**config.mk**
```make
export PLATFORM = sky130hd
export DESIGN_NAME = alu_op_sequencer
export DESIGN_NICKNAME = d
export VERILOG_FILES = /design/src/rtl/alu_op_sequencer.sv
export SDC_FILE = /design/constraint.sdc
export NUM_CORES = 1
export LEC_CHECK = 0
export CAP_MARGIN = 0
export CORE_AREA = 2 2 173 175
export DETAILED_ROUTE_END_ITERATION = 8
export DIE_AREA = 0 0 175 177
export MAX_ROUTING_LAYER = met4
export PLACE_DENSITY = 0.65
export SLEW_MARGIN = 20
export SYNTH_ARGS = -nofsm -noshare
export SYNTH_HDL_FRONTEND = slang
export SYNTH_SLANG_ARGS = --single-unit
```
**constraint.sdc**
```tcl
create_clock -name clk -period 5.45 [get_ports clk]
set_input_delay 1.09 -clock clk [delete_from_list [all_inputs] [get_ports clk]]
set_output_delay 1.09 -clock clk [all_outputs]
set_load 0.03 [all_outputs]
```
**src/rtl/alu_op_sequencer.sv**
```systemverilog
// Command/response front end for a 64-bit combinational ALU. Registers the operands,
// waits a fixed settle time, captures the result and flags, and keeps saturating
// operation and overflow counters.
module alu_op_sequencer #(
  parameter int unsigned SETTLE_CYCLES = 2,  // legal range 1..15
  parameter int unsigned CNT_W         = 16
) (
  input  logic             clk,
  input  logic             rst_n,
  // Command channel
  input  logic             cmd_valid,
  output logic             cmd_ready,
  input  logic [63:0]      cmd_a,
  input  logic [63:0]      cmd_b,
  input  logic             cmd_cin,
  input  logic [3:0]       cmd_sel,
  // ALU drive
  output logic [63:0]      alu_a,
  output logic [63:0]      alu_b,
  output logic             alu_cin,
  output logic [3:0]       alu_sel,
  // ALU result
  input  logic [63:0]      alu_o,
  input  logic             alu_cout,
  input  logic             alu_oflow,
  input  logic             alu_ntive,
  input  logic             alu_zero,
  // Response channel
  output logic             rsp_valid,
  input  logic             rsp_ready,
  output logic [63:0]      rsp_result,
  output logic [3:0]       rsp_flags,
  // Debug counters
  output logic [CNT_W-1:0] op_count,
  output logic [CNT_W-1:0] oflow_count
);

  typedef enum logic [1:0] {StIdle, StSettle, StResp} state_e;

  // Counter reload value; the capture happens on the edge where the counter reads 0.
  localparam logic [3:0] SettleLoad = 4'(SETTLE_CYCLES - 1);
  localparam logic [CNT_W-1:0] CntMax = {CNT_W{1'b1}};

  state_e           state_q, state_d;
  logic [3:0]       cnt_q, cnt_d;
  logic [63:0]      alu_a_q, alu_a_d;
  logic [63:0]      alu_b_q, alu_b_d;
  logic             alu_cin_q, alu_cin_d;
  logic [3:0]       alu_sel_q, alu_sel_d;
  logic [63:0]      result_q, result_d;
  logic [3:0]       flags_q, flags_d;
  logic [CNT_W-1:0] op_cnt_q, op_cnt_d;
  logic [CNT_W-1:0] ofl_cnt_q, ofl_cnt_d;

  // Next-state, operand capture, result capture and counter updates.
  always_comb begin
    state_d   = state_q;
    cnt_d     = cnt_q;
    alu_a_d   = alu_a_q;
    alu_b_d   = alu_b_q;
    alu_cin_d = alu_cin_q;
    alu_sel_d = alu_sel_q;
    result_d  = result_q;
    flags_d   = flags_q;
    op_cnt_d  = op_cnt_q;
    ofl_cnt_d = ofl_cnt_q;
    unique case (state_q)
      StIdle: begin
        if (cmd_valid) begin
          alu_a_d   = cmd_a;
          alu_b_d   = cmd_b;
          alu_cin_d = cmd_cin;
          alu_sel_d = cmd_sel;
          cnt_d     = SettleLoad;
          state_d   = StSettle;
        end
      end
      StSettle: begin
        if (cnt_q == 4'd0) begin
          result_d = alu_o;
          flags_d  = {alu_cout, alu_oflow, alu_ntive, alu_zero};
          if (op_cnt_q != CntMax) op_cnt_d = op_cnt_q + 1'b1;
          if (alu_oflow && (ofl_cnt_q != CntMax)) ofl_cnt_d = ofl_cnt_q + 1'b1;
          state_d = StResp;
        end else begin
          cnt_d = cnt_q - 4'd1;
        end
      end
      StResp: begin
        // Returning to idle here means no accept can coincide with the response handshake.
        if (rsp_ready) state_d = StIdle;
      end
      default: state_d = StIdle;
    endcase
  end

  // State and datapath registers; reset aborts any operation in flight.
  always_ff @(posedge clk or negedge rst_n) begin
    if (!rst_n) begin
      state_q   <= StIdle;
      cnt_q     <= 4'd0;
      alu_a_q   <= '0;
      alu_b_q   <= '0;
      alu_cin_q <= 1'b0;
      alu_sel_q <= '0;
      result_q  <= '0;
      flags_q   <= '0;
      op_cnt_q  <= '0;
      ofl_cnt_q <= '0;
    end else begin
      state_q   <= state_d;
      cnt_q     <= cnt_d;
      alu_a_q   <= alu_a_d;
      alu_b_q   <= alu_b_d;
      alu_cin_q <= alu_cin_d;
      alu_sel_q <= alu_sel_d;
      result_q  <= result_d;
      flags_q   <= flags_d;
      op_cnt_q  <= op_cnt_d;
      ofl_cnt_q <= ofl_cnt_d;
    end
  end

  assign cmd_ready   = (state_q == StIdle);
  assign rsp_valid   = (state_q == StResp);
  assign alu_a       = alu_a_q;
  assign alu_b       = alu_b_q;
  assign alu_cin     = alu_cin_q;
  assign alu_sel     = alu_sel_q;
  assign rsp_result  = result_q;
  assign rsp_flags   = flags_q;
  assign op_count    = op_cnt_q;
  assign oflow_count = ofl_cnt_q;

endmodule

```
==> results of run 1 <==
## stage by stage
step                      setup slack, ns  utilization [%]
after global placement               2.21             48.6
after floorplan                      3.33                -
after detailed placement             2.21             48.6
final                                2.49             52.0
after CTS                            2.42             52.0
after global routing                 2.41             52.0
## area by class of cell
cell class	instances	area share [%]
antenna	1	0.0165
clock buffer	42	5.49
clock inverter	11	1.05
inverter	7	0.173
multi-input combinational	330	21.4
sequential	239	39.4
tap	390	3.21
timing repair buffer	442	29.3
## critical path, delay by kind of cell (launching register included)
| family | cells | cell delay (ns) |
|---|---|---|
| flops | 1 | 0.40 |
| simple gates | 1 | 0.22 |
| buf+inv | 1 | 0.72 |
## routing by layer
metal	track usage (%)	vias to the layer above	part of all wire, %
met5	-	-	0
met2	27.7	239	50
met4	3.26	0	1.4
met3	5.43	28	8.5
li1	-	3044	-
met1	20.1	3212	40
## cell families (layout without fill, tap and decap cells)
group | after synthesis | after routing | synth area share (%)
mux | 206 | 206 | 24.8
compound gates | 4 | 4 | 0.267
other cells | 0 | 1 | 0
xor+xnor | 27 | 27 | 2.52
flops | 239 | 239 | 63.8
buf+inv | 30 | 502 | 1.48
fa+ha+maj | 4 | 4 | 0.534
simple gates | 89 | 89 | 6.58
## synthesized netlist by cell type
cell type	n
dfrtp_1	239
mux2_2	203
buf_2	21
xor2_1	19
nand4_1	12
nand2_1	10
nand3_1	10
nor2_1	10
nor3_1	9
xnor2_1	8
inv_1	7
and3_1	5
ha_1	4
nor4_1	4
and4_1	3
and4bb_2	3
nor4_4	3
a21oi_1	2
and2_1	2
clkbuf_1	2
mux2i_1	2
nand2b_1	2
nand4_2	2
nor3b_1	2
nor4b_1	2
and3b_1	1
mux2_4	1
nand3b_1	1
nand4_4	1
nand4b_1	1
nor2_2	1
nor2b_1	1
nor3b_4	1
nor4_2	1
o21ai_0	1
o32a_1	1
or2_2	1
or3b_1	1
## state kept, by name (all words and copies together), names as in the netlist
signal / flops
op_count: 16
alu_cin: 1
alu_a: 64
oflow_count: 16
cnt_q: 4
alu_b: 64
alu_sel: 4
rsp_result: 64
state_q: 2
rsp_flags: 4
## final timing paths
kind	from	end	slack [ns]
max in group asynchronous	rst_n	alu_a[28]$_DFFE_PN0P_	3.74
hold / removal	rsp_flags[2]$_DFFE_PN0P_	rsp_flags[2]$_DFFE_PN0P_	0.49
min in group asynchronous	rst_n	oflow_count[8]$_DFFE_PN0P_	0.51
setup / recovery	state_q[0]$_DFFE_PN0P_	cmd_ready	2.49
hold reg to reg	rsp_flags[2]$_DFFE_PN0P_	rsp_flags[2]$_DFFE_PN0P_	0.49
setup reg to reg	cnt_q[0]$_DFFE_PN0P_	op_count[1]$_DFFE_PN0P_	3.03
## power breakdown
group,internal (W),leakage [nW],switching (W)
clock,0.00125,0.493,0.000738
combinational,0.00234,2.99,0.00267
sequential,0.00260,2.87,0.000444
==> flow_summary.json, run 1 <==
{
  "fin_area_sq_um": 15200,
  "ys_top_cells_by_area": "dfrtp_1 (64%), mux2_2 (24%), xor2_1 (1.8%)",
  "antenna_found_initial": 1,
  "core_sq_um": 29200,
  "cts-resized-gates": 0,
  "ys_ff_latch": 239,
  "post-route-period-util_pct": 54.3,
  "n_fill_cell": 2515,
  "ctsHoldBuffers": 0,
  "fin_hold_ws_ns": 0.486,
  "grt_pass1_wl_um": 39500,
  "rows": 63,
  "clock_skew_ns": 0.0104,
  "die_w_um": 175,
  "tightest_slew_ns": 1.03,
  "worstSetupEndpointType": "output port",
  "synth-warning-count": 0,
  "max_stage_delay_ns": 0.72,
  "drive_above_1_share_pct": 25.1,
  "ant_nets": 0,
  "cts-root-buf": "clkbuf_16",
  "synth.avg_cell_area_sq_um": 15.6,
  "drv_slew": 0,
  "cts_max_level": 1,
  "grt_pass1_vias": 6842,
  "synth.yosys.seq_area_share_pct": 63.8,
  "cp_cell_sequence": "nor2_1, clkdlybuf4s50_1",
  "fin_crit_ns": 2.96,
  "rsz0062_at_grt": "no",
  "crit_arrival_ns": 1.87,
  "fin_nets": 1258,
  "status": "finished, final reports clean",
  "fin_total_pwr_w": 0.0100,
  "fmax_mhz": 338,
  "grt_max_degree": 112,
  "finalSetupViolations": 0,
  "grtUsageTotal_pct": 16.7,
  "final_common_cell": "clkdlybuf4s50_1",
  "power_density_nw_per_um2": 660,
  "leakagePower_nw": 6.35,
  "start_util_pct": 32.0,
  "worstPathRequired_ns": 4.36,
  "place_hpwl_um": 18900,
  "clkTransAtPathRegs_ns": 0.05,
  "syn_to_final_growth_pct": 62.2,
  "slew_headroom_pct": 31.4,
  "ir_drop_mv": 0.373,
  "wl_per_cell_um": 17.7,
  "vias_per_cell": 4.46,
  "slowest_stage": "clkdlybuf4s50_1",
  "ys_types": 38,
  "fin_tns_setup_ns": 0,
  "hold_path.class": "reg -> reg",
  "boundaryPins": 440,
  "cts_made_buffers": 29,
  "syn_nets": 808,
  "synth_area_sq_um": 9370,
  "r2r_cells": 6,
  "port_buffers": 439,
  "place_congestion": 0.773,
  "finalWirelength_um": 25900,
  "via_count": 6523,
  "final_cell_mix": "clkdlybuf4s50_1 (438), dfrtp_1 (239), mux2_2 (203), clkbuf_16 (29), xor2_1 (19)",
  "cp-start-kind": "flop",
  "overflow": 0,
  "maxCapViolCount": 0,
  "yosysTopAreaCell": "dfrtp_1",
  "criticalPathCategory": "reg -> out",
  "drtIter0Drc": 244,
  "syn_inst": 599,
  "multiInputGateArea_sq_um": 3260,
  "dr.pass1.iters": 4,
  "dpl_cell_area_sq_um": 14200,
  "stdcell_count": 1462,
  "placedCellCount": 1408,
  "die_h_um": 177,
  "clock-sinks": 239,
  "tritoncts": "yes",
  "postCtsSetupRepairBufs": 0,
  "die_area_sq_um": 31000,
  "synth_top_area_share_pct": 63.8,
  "critPathMaxFanout": 5,
  "regArea_sq_um": 5980,
  "insertion_delay_ns": 0.53,
  "drc": 0,
  "clockBufferDepth": 3,
  "hold_violations": 0,
  "whs_path_depth": 2
}
No activity file was read; power rests on OpenSTA's default activity.
==> run 2, diff against run 1 <==
--- a/config.mk
+++ b/config.mk
@@ -6,11 +6,11 @@
 export NUM_CORES = 1
 export LEC_CHECK = 0
 export CAP_MARGIN = 0
-export CORE_AREA = 2 2 173 175
+export CORE_AREA = 2 2 172 174
 export DETAILED_ROUTE_END_ITERATION = 8
-export DIE_AREA = 0 0 175 177
+export DIE_AREA = 0 0 174 176
 export MAX_ROUTING_LAYER = met4
-export PLACE_DENSITY = 0.65
+export PLACE_DENSITY = 0.69
 export SLEW_MARGIN = 20
 export SYNTH_ARGS = -nofsm -noshare
 export SYNTH_HDL_FRONTEND = slang
==> constraint.sdc (replaced) <==
create_clock -name clk -period 2.6 [get_ports clk]
set_input_delay 0.52 -clock clk [delete_from_list [all_inputs] [get_ports clk]]
set_output_delay 0.52 -clock clk [all_outputs]
set_load 0.03 [all_outputs]
==> run 2 against run 1 <==
  * Clock skew shrank 0.0032 ns
  * Utilization grew 1.5 points
  * Worst setup slack lost 2.3 ns
  * Global-route usage grew 1.1 points
  * Critical path type unchanged
  * Non-clock buffer count grew 17
  * Sequential power grew 110%
  * Clock power grew 94%
  * Sequential cell count is the same
  * Die area shrank 1.1%
  * Wire length grew 2.8%
==> flow_summary.json, run 2 (synthesis gave the netlist of run 1 again) <==
{
  "overflow": 0,
  "clockBufferDepth": 3,
  "drc": 0,
  "fin_nets": 1274,
  "n_fill_cell": 2457,
  "wl_per_cell_um": 18.2,
  "criticalPathCategory": "reg -> out",
  "dpl_cell_area_sq_um": 14400,
  "drive_above_1_share_pct": 26.0,
  "fmax_mhz": 418,
  "syn_to_final_growth_pct": 63.0,
  "worstReg2RegEnd": "op_count[15]$_DFFE_PN0P_",
  "power_density_nw_per_um2": 1360,
  "place_congestion": 0.799,
  "grt_pass1_vias": 7331,
  "final_cell_mix": "clkdlybuf4s50_1 (438), dfrtp_1 (239), mux2_2 (203), clkbuf_16 (29), xor2_1 (19)",
  "reg2reg_slack_ns": 0.57,
  "final_util_pct": 53.5,
  "boundaryPins": 440,
  "die_area_sq_um": 30600,
  "r2r_cells": 6,
  "finalSetupViolations": 0,
  "met2_length_um": 13500,
  "cts-root-buf": "clkbuf_16",
  "cp-start-kind": "flop",
  "grt_pass1_wl_um": 41900,
  "crit_arrival_ns": 1.87,
  "fin_crit_ns": 2.39,
  "grt_max_degree": 71,
  "vias_per_cell": 4.56,
  "min_to": "rsp_flags[2]$_DFFE_PN0P_",
  "port_buffers": 439,
  "met1Wirelength_um": 10300,
  "rsz0062_at_grt": "no",
  "cp-startpoint": "state_q[0]$_DFFE_PN0P_",
  "slew_headroom_pct": 60.4,
  "maxCapViolCount": 0,
  "status": "finished, final reports clean",
  "insertion_delay_ns": 0.53,
  "post-route-period-util_pct": 92.1,
  "leakagePower_nw": 6.41,
  "via_count": 6686,
  "antenna_found_initial": 0,
  "fin_tns_setup_ns": 0,
  "clkTransAtPathRegs_ns": 0.06,
  "die_w_um": 174,
  "critPathMaxFanout": 5,
  "drv_slew": 0,
  "hold_path.class": "reg -> reg",
  "place_hpwl_um": 20200,
  "fin_total_pwr_w": 0.0208,
  "core_sq_um": 28500,
  "final_common_cell": "clkdlybuf4s50_1",
  "hold_violations": 0,
  "ir_drop_mv": 0.874,
  "tightest_slew_ns": 0.594,
  "worstSetupEndpointType": "output port",
  "clock_skew_ns": 0.00719,
  "whs_path_depth": 2,
  "grtUsageTotal_pct": 17.8,
  "dr.pass1.iters": 4,
  "wl_met3_um": 2360,
  "reg2reg_from": "cnt_q[0]$_DFFE_PN0P_",
  "drtIter0Drc": 207,
  "finalWirelength_um": 26600,
  "min-delay-start": "rsp_flags[2]$_DFFE_PN0P_",
  "tritoncts": "yes",
  "n_antenna_cell": 0,
  "cts_made_buffers": 28,
  "ant_nets": 0,
  "highest_layer": "met4",
  "postCtsSetupRepairBufs": 0,
  "start_util_pct": 32.8,
  "fin_area_sq_um": 15300,
  "die_h_um": 176,
  "rows": 62,
  "worstPathRequired_ns": 2.08,
  "clock-sinks": 239,
  "cts_max_level": 1,
  "cts-resized-gates": 0
}
-- run 2: cell types whose count changed in the layout (fill, tap and decap cells not counted) --
cell	before	now
clkinv_2	6	5
clkbuf_8	6	4
buf_12	2	6
clkinv_4	0	1
diode_2	1	0
bufinv_16	4	2
buf_4	1	13
clkbuf_1	7	5
dlygate4sd3_1	0	1
-- run 2: layout make-up --
class                      count  area, sq um  share of cell area (%)
inverter                       7         26.3                   0.172
clock buffer                  38          800                    5.23
timing repair buffer         459         4630                    30.3
multi-input combinational    330         3260                    21.3
clock inverter                 9          103                   0.672
sequential                   239         5980                    39.2
tap                          384          480                    3.15
-- run 2: power breakdown --
group / total [W] / internal [W] / switching, W / leakage [nW]
combinational: 0.0106 / 0.00501 / 0.00561 / 3.10
clock: 0.00384 / 0.00233 / 0.00151 / 0.449
sequential: 0.00638 / 0.00545 / 0.000930 / 2.87
total: 0.0208 / 0.0128 / 0.00805 / 6.41
-- run 2: worst max-delay path, stage by stage, from the launching register on --
cell	delay [ns]
dfrtp_1	0.41
nand2b_1	0.17
inv_1	0.06
clkdlybuf4s50_1	0.70
-- run 2: per-stage QoR --
step | setup WS (ns) | hold slack [ns] | std cells
2_1_floorplan | 0.635 | 0.224 | 599
3_3_place_gp | 0.500 | 0.465 | 1418
3_5_place_dp | 0.472 | 0.466 | 1418
4_1_cts | 0.163 | 0.485 | 1466
5_1_grt | 0.132 | 0.503 | 1466
6_report | 0.206 | 0.483 | 1466
-- run 2: what timing repair did --
action                                  4_1_cts  5_1_grt
endpoints found under the setup margin        0        0
endpoints found under the hold margin        62        0
hold buffers                                  1        0
-- run 2: routing by layer --
layer  vias up  GRT usage, %
met3        39          6.09
met2       264          30.1
li1       3068             -
met5         -             -
met4         0          4.06
met1      3315          20.5
-- run 2: worst max path at each step --
stage               cells after the start  slack [ns]               endpoint
detailed placement                      5        0.47  alu_a[46]$_DFFE_PN0P_
finish                                  3        0.21              rsp_valid
floorplan                               5        0.64  alu_a[30]$_DFFE_PN0P_
global route                            3        0.13              rsp_valid
global placement                        5        0.50  alu_b[14]$_DFFE_PN0P_
CTS                                     3        0.16              rsp_valid
